## src/rtl/multi_core_hash_dispatcher_if.sv

```systemverilog
// Controller-side and core-side signal bundle for the multi-core hash dispatcher.
// The dispatcher connects through the slave modport; the controller and core array use master.
interface multi_core_hash_dispatcher_if #(
    parameter int NUM_CORES = 4,
    parameter int NONCE_W   = 32,
    parameter int RESULT_W  = 288,
    parameter int ID_W      = 2
);
    logic                          begin_hash;
    logic                          quit_hash;
    logic [NONCE_W-1:0]            nonce_base;
    logic [NUM_CORES-1:0]          core_begin;
    logic [NUM_CORES-1:0]          core_quit;
    logic [NUM_CORES*NONCE_W-1:0]  core_nonce_start;
    logic [NONCE_W-1:0]            core_nonce_stride;
    logic [NUM_CORES-1:0]          core_done;
    logic [NUM_CORES-1:0]          core_valid;
    logic [NUM_CORES*RESULT_W-1:0] core_hash;
    logic                          hash_done;
    logic                          valid_hash_flag;
    logic [RESULT_W-1:0]           valid_hash;
    logic [ID_W-1:0]               winner_id;
    logic                          busy;

    modport slave (
        input  begin_hash, quit_hash, nonce_base, core_done, core_valid, core_hash,
        output core_begin, core_quit, core_nonce_start, core_nonce_stride,
               hash_done, valid_hash_flag, valid_hash, winner_id, busy
    );

    modport master (
        output begin_hash, quit_hash, nonce_base, core_done, core_valid, core_hash,
        input  core_begin, core_quit, core_nonce_start, core_nonce_stride,
               hash_done, valid_hash_flag, valid_hash, winner_id, busy
    );
endinterface

```

## src/rtl/multi_core_hash_dispatcher.sv

```systemverilog
// Fans one nonce search out over NUM_CORES interleaved hash cores and reports the
// lowest-index winning result with the same done/flag/hash view a single core gives.
//
// state  | meaning
// IDLE   | waiting for begin_hash; results from the last search held
// LAUNCH | core_begin pulsed to every core, start nonces presented
// RUN    | collecting core_done; watching for win, exhaustion or quit
// QUIT   | core_quit pulsed to cores that have not finished
// REPORT | hash_done pulsed to the controller
// ABORT  | controller quit: core_quit to unfinished cores, no hash_done
module multi_core_hash_dispatcher #(
    parameter int NUM_CORES = 4,
    parameter int NONCE_W   = 32,
    parameter int RESULT_W  = 288,
    parameter int ID_W      = 2
) (
    input logic clk,
    input logic n_rst,
    multi_core_hash_dispatcher_if.slave bus
);
    typedef enum logic [2:0] {
        S_IDLE, S_LAUNCH, S_RUN, S_QUIT, S_REPORT, S_ABORT
    } state_t;

    state_t                       state_q, state_d;
    logic [NUM_CORES-1:0]         core_begin_q, core_begin_d;
    logic [NUM_CORES-1:0]         core_quit_q, core_quit_d;
    logic [NUM_CORES*NONCE_W-1:0] nonce_start_q, nonce_start_d;
    logic [NUM_CORES-1:0]         done_mask_q, done_mask_d;
    logic                         hash_done_q, hash_done_d;
    logic                         flag_q, flag_d;
    logic [RESULT_W-1:0]          hash_q, hash_d;
    logic [ID_W-1:0]              win_id_q, win_id_d;
    logic                         busy_q, busy_d;

    logic [NUM_CORES-1:0]         hit;
    logic [NUM_CORES-1:0]         seen;
    logic [ID_W-1:0]              hit_id;
    logic [RESULT_W-1:0]          hit_hash;

    assign hit  = bus.core_done & bus.core_valid;
    assign seen = done_mask_q | bus.core_done;

    // Descending scan so the lowest simultaneous winner is the one left standing.
    always_comb begin
        hit_id   = '0;
        hit_hash = '0;
        for (int i = NUM_CORES - 1; i >= 0; i--) begin
            if (hit[i]) begin
                hit_id   = ID_W'(i);
                hit_hash = bus.core_hash[i*RESULT_W +: RESULT_W];
            end
        end
    end

    always_comb begin
        state_d       = state_q;
        core_begin_d  = '0;
        core_quit_d   = '0;
        hash_done_d   = 1'b0;
        nonce_start_d = nonce_start_q;
        done_mask_d   = done_mask_q;
        flag_d        = flag_q;
        hash_d        = hash_q;
        win_id_d      = win_id_q;
        // Outputs are registered from the next state, so each pulse is computed
        // on the transition into the state where it must be visible.
        unique case (state_q)
            S_IDLE: begin
                if (bus.begin_hash) begin
                    state_d      = S_LAUNCH;
                    done_mask_d  = '0;
                    flag_d       = 1'b0;
                    core_begin_d = '1;
                    for (int i = 0; i < NUM_CORES; i++) begin
                        nonce_start_d[i*NONCE_W +: NONCE_W] = bus.nonce_base + NONCE_W'(i);
                    end
                end
            end
            S_LAUNCH: state_d = S_RUN;
            S_RUN: begin
                done_mask_d = seen;
                if (bus.quit_hash) begin
                    state_d     = S_ABORT;
                    core_quit_d = ~seen;
                    flag_d      = 1'b0;
                end else if (|hit) begin
                    state_d     = S_QUIT;
                    core_quit_d = ~seen;
                    flag_d      = 1'b1;
                    hash_d      = hit_hash;
                    win_id_d    = hit_id;
                end else if (&seen) begin
                    state_d     = S_REPORT;
                    hash_done_d = 1'b1;
                    flag_d      = 1'b0;
                end
            end
            S_QUIT: begin
                state_d     = S_REPORT;
                hash_done_d = 1'b1;
            end
            S_REPORT: state_d = S_IDLE;
            S_ABORT:  state_d = S_IDLE;
            default:  state_d = S_IDLE;
        endcase
        busy_d = (state_d != S_IDLE);
    end

    always_ff @(posedge clk) begin
        if (n_rst) begin
            state_q       <= S_IDLE;
            core_begin_q  <= '0;
            core_quit_q   <= '0;
            nonce_start_q <= '0;
            done_mask_q   <= '0;
            hash_done_q   <= 1'b0;
            flag_q        <= 1'b0;
            hash_q        <= '0;
            win_id_q      <= '0;
            busy_q        <= 1'b0;
        end else begin
            state_q       <= state_d;
            core_begin_q  <= core_begin_d;
            core_quit_q   <= core_quit_d;
            nonce_start_q <= nonce_start_d;
            done_mask_q   <= done_mask_d;
            hash_done_q   <= hash_done_d;
            flag_q        <= flag_d;
            hash_q        <= hash_d;
            win_id_q      <= win_id_d;
            busy_q        <= busy_d;
        end
    end

    assign bus.core_begin        = core_begin_q;
    assign bus.core_quit         = core_quit_q;
    assign bus.core_nonce_start  = nonce_start_q;
    assign bus.core_nonce_stride = NONCE_W'(NUM_CORES);
    assign bus.hash_done         = hash_done_q;
    assign bus.valid_hash_flag   = flag_q;
    assign bus.valid_hash        = hash_q;
    assign bus.winner_id         = win_id_q;
    assign bus.busy              = busy_q;
endmodule

```

## src/flat_wrapper.sv

```systemverilog
// flat-port wrapper written by rule: the top's interface ports become plain ports
module multi_core_hash_dispatcher_flat 
#(
    parameter int NUM_CORES = 4,
    parameter int NONCE_W   = 32,
    parameter int RESULT_W  = 288,
    parameter int ID_W      = 2
)
  (clk, n_rst, bus_begin_hash, bus_quit_hash, bus_nonce_base, bus_core_done, bus_core_valid, bus_core_hash, bus_core_begin, bus_core_quit, bus_core_nonce_start, bus_core_nonce_stride, bus_hash_done, bus_valid_hash_flag, bus_valid_hash, bus_winner_id, bus_busy);
  multi_core_hash_dispatcher_if #(.NUM_CORES(NUM_CORES), .NONCE_W(NONCE_W), .RESULT_W(RESULT_W), .ID_W(ID_W)) bus_i ();
  input logic clk;
  input logic n_rst;
  input wire logic [$bits(bus_i.begin_hash)-1:0] bus_begin_hash;
  input wire logic [$bits(bus_i.quit_hash)-1:0] bus_quit_hash;
  input wire logic [$bits(bus_i.nonce_base)-1:0] bus_nonce_base;
  input wire logic [$bits(bus_i.core_done)-1:0] bus_core_done;
  input wire logic [$bits(bus_i.core_valid)-1:0] bus_core_valid;
  input wire logic [$bits(bus_i.core_hash)-1:0] bus_core_hash;
  output wire logic [$bits(bus_i.core_begin)-1:0] bus_core_begin;
  output wire logic [$bits(bus_i.core_quit)-1:0] bus_core_quit;
  output wire logic [$bits(bus_i.core_nonce_start)-1:0] bus_core_nonce_start;
  output wire logic [$bits(bus_i.core_nonce_stride)-1:0] bus_core_nonce_stride;
  output wire logic [$bits(bus_i.hash_done)-1:0] bus_hash_done;
  output wire logic [$bits(bus_i.valid_hash_flag)-1:0] bus_valid_hash_flag;
  output wire logic [$bits(bus_i.valid_hash)-1:0] bus_valid_hash;
  output wire logic [$bits(bus_i.winner_id)-1:0] bus_winner_id;
  output wire logic [$bits(bus_i.busy)-1:0] bus_busy;
  assign bus_i.begin_hash = bus_begin_hash;
  assign bus_i.quit_hash = bus_quit_hash;
  assign bus_i.nonce_base = bus_nonce_base;
  assign bus_i.core_done = bus_core_done;
  assign bus_i.core_valid = bus_core_valid;
  assign bus_i.core_hash = bus_core_hash;
  assign bus_core_begin = bus_i.core_begin;
  assign bus_core_quit = bus_i.core_quit;
  assign bus_core_nonce_start = bus_i.core_nonce_start;
  assign bus_core_nonce_stride = bus_i.core_nonce_stride;
  assign bus_hash_done = bus_i.hash_done;
  assign bus_valid_hash_flag = bus_i.valid_hash_flag;
  assign bus_valid_hash = bus_i.valid_hash;
  assign bus_winner_id = bus_i.winner_id;
  assign bus_busy = bus_i.busy;
  multi_core_hash_dispatcher #(.NUM_CORES(NUM_CORES), .NONCE_W(NONCE_W), .RESULT_W(RESULT_W), .ID_W(ID_W)) u_core (.clk(clk), .n_rst(n_rst), .bus(bus_i));
endmodule
```

## config.mk

```make
export PLATFORM = sky130hd
export DESIGN_NAME = multi_core_hash_dispatcher_flat
export DESIGN_NICKNAME = d
export VERILOG_FILES = /design/src/rtl/multi_core_hash_dispatcher_if.sv /design/src/rtl/multi_core_hash_dispatcher.sv /design/src/flat_wrapper.sv
export SDC_FILE = /design/constraint.sdc
export NUM_CORES = 1
export LEC_CHECK = 0
export BUFFER_PORTS_ARGS = -buffer_cell sky130_fd_sc_hd__buf_4
export CORE_AREA = 4 4 645 647
export DETAILED_ROUTE_END_ITERATION = 16
export DIE_AREA = 0 0 649 651
export GPL_ROUTABILITY_DRIVEN = 1
export GPL_TIMING_DRIVEN = 1
export PLACE_DENSITY = 0.3
export SLEW_MARGIN = 15
export SYNTH_ARGS = -nofsm -noshare
export SYNTH_HDL_FRONTEND = slang
export SYNTH_SLANG_ARGS = --single-unit
```

## constraint.sdc

```tcl
create_clock -name clk -period 2.1 [get_ports clk]
set_input_delay 0.42 -clock clk [delete_from_list [all_inputs] [get_ports clk]]
set_output_delay 0.42 -clock clk [all_outputs]
set_load 0.005 [all_outputs]
```

Yosys cells after proc, flatten, opt, wreduce, memory -nomap -nowiden. Index checks and enable logic that the tools add are counted.

Input port bits: 1196. Register bits after elaboration: 436.

Eq/ne operators: 5. Add/subtract/negate cells: 3. Reductions and logical operators: 11. Bitwise gates (word level): 6. Multiplexer cells: 27.

Operators with widths (number): $mux 288 (4); $add 32x2->32 const B (2); $add 32x1->32 const B (1); $mux 4 (4); $mux 3 (4); $pmux 3 s4 (1); $mux 2 (4); $pmux 4 s2 (1); $mux 1 (7); $eq 3x2->1 const B (2); $reduce_and 3->1 (2); $and 4x4->4 (1); $ne 4x2->1 const B (1); $not 4->4 (1); $or 4x4->4 (1); $pmux 1 s2 (2); $reduce_and 2->1 (2); $reduce_and 4->1 (1); $reduce_or 2->1 (2); $reduce_or 4->1 (1); $eq 3x1->1 const B (1); $logic_not 3->1 (1); $not 1->1 (3); $reduce_bool 3->1 (1); other kinds (2) (2).

Longest topological paths before layout.
Depth after elaboration: 7. Mapped depth: 9. Gate-level depth less buffers: 7.

Worst setup path after synthesis. Ideal clock, no wire load.

Path kind: input -> register. From: input bus_nonce_base[14]. To: register u_core.nonce_start_q[88] (netlist: u_core.bus.core_nonce_start[88]). Cell stages on the path: 6. Path slack: 228 ps. Data required time: 1968 ps. Arrival: 1740 ps. Setup time: 132 ps. Path through: buf_4 -> nand4_4 -> or4_1 -> nor3_1 -> mux2i_1 -> nor3_1.

Longest elaborated chain between the ends: 1.

RTL lines: from (decl) (line flat_wrapper.sv:15) `input wire logic [$bits(bus_i.nonce_base)-1:0] bus_nonce_base;`; $add 32x2->32 (line multi_core_hash_dispatcher.sv:76) `nonce_start_d[i*NONCE_W +: NONCE_W] = bus.nonce_base + NONCE_W'(i);`; to (signal assigned) (line multi_core_hash_dispatcher.sv:126) `nonce_start_q <= nonce_start_d;`; to (decl) (line multi_core_hash_dispatcher.sv:28) `logic [NUM_CORES*NONCE_W-1:0] nonce_start_q, nonce_start_d;`.

No other way between the ends. A chain may end at the register's enable or synchronous reset.

Final worst setup path.
From: input bus_core_done[1]. To: register u_core.hash_q[149] (netlist: u_core.bus.valid_hash[149]).

Longest elaborated chain between the ends: 3. Elaborated cells between the ends (all ways): 5. Those cells by class: mux (2); bitwise (1); reduce/logical (2).

RTL lines: from (decl) (line flat_wrapper.sv:16) `input wire logic [$bits(bus_i.core_done)-1:0] bus_core_done;`; $and 4x4->4 * (line multi_core_hash_dispatcher.sv:41) `assign hit = bus.core_done & bus.core_valid;`; $reduce_or 4->1 or $mux 288 (tied branches) (line multi_core_hash_dispatcher.sv:87, multi_core_hash_dispatcher.sv:49); $reduce_and 3->1 (no line) or $mux 288 (tied branches); to (signal assigned) (line multi_core_hash_dispatcher.sv:130) `hash_q <= hash_d;`; to (decl) (line multi_core_hash_dispatcher.sv:32) `logic [RESULT_W-1:0] hash_q, hash_d;`.

Every way passes the cells marked *; elsewhere a longest branch is shown, timed or not.

==> impl_summary.txt <==
----------------------------------------------------
[Outcome]
  Result of the run ... finished, violations left
  Violated checks ... setup timing

[Yosys]
  Sequential area share after synthesis ... 38.4%
  Number of instances in the synthesized netlist ... 2813
  Cell with the most instances after synthesis ... dfxtp_1
  Mapped Area ... 22500 µm²
  Async set-reset flop share out of synthesis ... 0%
  Top area cells in the synthesized netlist ... dfxtp_1, a221oi_1, or3_1
  Number of flops mapped to enable cells by yosys ... 0
  Syn avg cell area ... 7.98 µm²
  Count of warnings emitted by yosys ... 0
  Largest area contributor in the netlist ... dfxtp_1
  Cell variety after synth ... 49
  Register bit count reported by yosys ... 431
  Flip-flop cell with the highest count after synthesis ... dfxtp_1
  Commonest cells post-synth ... dfxtp_1, nand2_1, a21oi_1, or3_1, o22ai_1
  Share of the synthesized area in the top cell type ... 38.4%

[Layout]
  Non-Filler Instances ... 10200
  Share of layout cells above drive strength 1 ... 47.7%
  Growth of design area from synthesis to finish ... 110%
  Final Instance Area ... 47100 µm²
  Nets@finish ... 5776
  Share of the core filled with cells ... 11.5%

[Route]
  Total vias in the final route ... 32200
  Post-route ant nets ... 0
  DRT iter0 DRCs ... 2382
  Post-route DRC violation count ... 0
  Vias per cell ... 3.17
  DR WL/cell ... 31.1 µm
  Total Wirelength ... 316000 µm
  Number of search-and-repair iterations in the first detailed-routing pass ... 6

[Setup path]
  Cell occurring most often along the worst timing path ... buf_4
  Slowest cell on crit path ... a221oi_1
  Required time of the critical path ... 2720 ps
  Kind of launch point of the worst setup path ... input port
  FF-to-FF setup slack ... -50 ps
  Reg2Reg Depth ... 7
  Top fanout value on the critical path ... 45
  Longest individual stage delay on the worst path ... 620 ps
  Cells traversed along the worst timing path ... dlygate4sd3_1 > buf_4 > a22o_4 > buf_4 > buf_12 > a221oi_1 > or3_1 > a21oi_1
  CP Class ... in -> reg
  Terminus of the critical flop-to-flop path ... u_core.bus.valid_hash[13]
  Crit path capture type ... flop
  Critical path data arrival time ... 2790 ps
  Critical register-to-register path startpoint ... u_core.state_q[0]

[Floorplanning]
  IO Pins ... 1657
  Placeable Area ... 410000 µm²
  Initial Utilization ... 5.48%
  Die height ... 651 µm
  Horizontal die dimension ... 649 µm
  Die Area ... 422000 µm²
  # rows ... 235

[Global routing]
  Vias in the first global route ... 31700
  Met3 layer usage reported by global route ... 5.49%
  Global route hottest layer ... met2
  Initial antenna violation count ... 156
  Met1 global-route usage ... 14.9%
  Global-route wire length before repair ... 382000 µm
  Maximum number of pins on one net before global-route repair ... 75
  Overflow left after global routing ... 0
  Overall Global Routing Usage ... 14.0%
  Met2 routing resource usage after global routing ... 24.8%

[Power]
  Maximum vdd drop ... 502 µV
  Power share of the combinational group ... 24.1%
  Power share of the sequential group ... 30.9%
  Static Leak ... 17.8 nW
  Part of the total power dissipated in the clock network ... 45.0%
  Power per cell area ... 604 nW/µm²
  Switching fraction of total power ... 31.7%
  Net switching power ... 9.02 mW
  Cell internal power dissipation ... 19.4 mW

[Clock tree]
  CTS root buffer ... clkbuf_16
  Clock tree sinks ... 431
  Depth of the CTS H-tree ... 3
  Clk_lat worst skew ... 800 ps
  CTS clk-pin slew, worst paths ... 60 ps
  Total clock buffers created by CTS ... 74
  Clock tree from TritonCTS ... built
  Buffer depth of the longest clock path ... 4

[Timing]
  Max Clk Rate ... 0.461 GHz
  Number of pins exceeding their max-slew limit in the final report ... 0
  Crit path time final ... 2170 ps
  Period Utilization, post-route ... 103%
  # setup viols final ... 26
  Final hold violation count ... 0
  Hold_ws ... 81.4 ps
  Max-slew headroom ... 48.2%
  Measured slew at the worst slew-check pin ... 777 ps
  Setup repair after global routing missed its margin ... yes
  Worst-case clock skew ... 74.9 ps
  Final setup margin ... -67.7 ps

[Run]
  Max-cap violations ... 0

[Hold path]
  Worst Min Path Start ... bus_core_hash[483]
  WHS Endpoint ... u_core.bus.valid_hash[195]
  WHS Path Cells ... 4
  Class of the tightest hold or removal check ... in -> reg

[Place]
  Half-perimeter wire length of the detailed placement result ... 277000 µm
  Standard cell area after detailed placement ... 43300 µm²
  IO Port Bufs ... 1624
  Worst slack after detailed placement ... -376 ps
  Cells after DPL ... 9896
  Gpl congestion ... 0.914

----------------------------------------------------
## layout make-up
type / count / area (µm²)
Clock inverter: 24 / 310
Antenna cell: 80 / 200
Sequential cell: 431 / 8630
Timing Repair Buffer: 2021 / 16400
Clock buffer: 101 / 2080
Tap cell: 5451 / 6820
Multi-Input combinational cell: 2044 / 12600
Inverter: 4 / 15.0
Fill cell: 47500 / 363000
## layout by cell type, fill, tap and decap left out, drive strengths merged, types with 3 or more instances in the layout
| cell | synthesis | final |
|---|---|---|
| xnor2 | 36 | 36 |
| nor2b | 3 | 3 |
| inv | 4 | 7 |
| ha | 4 | 4 |
| nand3 | 17 | 17 |
| or3 | 298 | 298 |
| dfxtp | 431 | 431 |
| clkinv | 0 | 14 |
| xor2 | 33 | 33 |
| nor2 | 115 | 115 |
| o21ai | 12 | 12 |
| nor4 | 16 | 16 |
| a21oi | 337 | 337 |
| bufinv | 0 | 6 |
| nand2 | 389 | 389 |
| a311oi | 9 | 9 |
| clkbuf | 189 | 110 |
| nand3b | 3 | 3 |
| o22ai | 290 | 290 |
| mux2i | 9 | 9 |
| a221oi | 288 | 288 |
| dlygate4sd3 | 0 | 41 |
| conb | 2 | 32 |
| nand4 | 30 | 30 |
| buf | 175 | 1970 |
| nand2b | 4 | 4 |
| a211oi | 70 | 70 |
| diode | 0 | 80 |
| nor3 | 31 | 31 |
| and2 | 4 | 4 |
## sequential cells by signal, summed over array words and instances (netlist names)
signal and flops:
u_core.bus.busy 1, u_core.bus.core_begin 1, u_core.bus.core_nonce_start 126, u_core.bus.core_quit 4, u_core.bus.hash_done 1, u_core.bus.valid_hash 288, u_core.bus.valid_hash_flag 1, u_core.bus.winner_id 2
u_core.done_mask_q 4, u_core.state_q 3
## cell families after synthesis
family                   synth area share [%]
AO/OA/AOI/OAI                            30.0
XOR/XNOR                                 2.69
adder cells (fa/ha/maj)                 0.223
buffers and inverters                    7.93
flip-flops                               38.4
multiplexers                            0.401
other                                  0.0334
AND/OR/NAND/NOR                          20.3
## critical path, delay by kind of cell
| kind | cells | cell delay, ps |
|---|---|---|
| buffers and inverters | 4 | 1010 |
| AO/OA/AOI/OAI | 3 | 910 |
| AND/OR/NAND/NOR | 1 | 230 |
## worst max-delay path by stage
| stage | depth (start not counted) | endpoint | from | slack [ps] |
|---|---|---|---|---|
| after global routing | 8 | u_core.bus.valid_hash[212] | u_core.state_q[0] | -60 |
| after floorplan | 6 | u_core.bus.core_nonce_start[88] | bus_nonce_base[14] | 230 |
| after CTS | 8 | u_core.bus.valid_hash[192] | u_core.state_q[0] | 0.5 |
| after detailed placement | 8 | u_core.bus.valid_hash[18] | bus_core_done[0] | -380 |
| final | 8 | u_core.bus.valid_hash[149] | bus_core_done[1] | -70 |
| after global placement | 8 | u_core.bus.valid_hash[18] | bus_core_done[0] | -360 |
## timing repair
action | 4_1_cts | 5_1_grt
endpoints found under the hold margin | 66 | 0
pin swaps | 0 | 25
gates cloned | 0 | 11
setup endpoints to repair | 5 | 115
resized for setup | 8 | 116
hold buffers | 42 | 0
buffers inserted | 0 | 2
## stage by stage
stage          total power [mW]  setup TNS (ps)
3_3_place_gp               15.7          -53570
3_5_place_dp               15.7          -56710
6_report                   28.5            -482
5_1_grt                    29.7           -2050
4_1_cts                    29.1               0
2_1_floorplan              10.9               0
## power by group through the flow
stage               combinational (mW)  clock [mW]  sequential (mW)
CTS                               6.87        13.5             8.78
finish                            6.86        12.8             8.78
global route                      7.29        13.6             8.80
floorplan                         1.99           0             8.89
detailed placement                6.79           0             8.95
global placement                  6.80           0             8.94
## layer usage
metal | wire length, µm | up-vias | share of wire, %
li1 | - | 14300 | -
met1 | 113000 | 15800 | 36
met2 | 159000 | 1639 | 50
met3 | 30100 | 358 | 9.5
met4 | 12500 | 76 | 4.0
met5 | 479 | - | 0.15
Power figures use the tool's default switching activity.
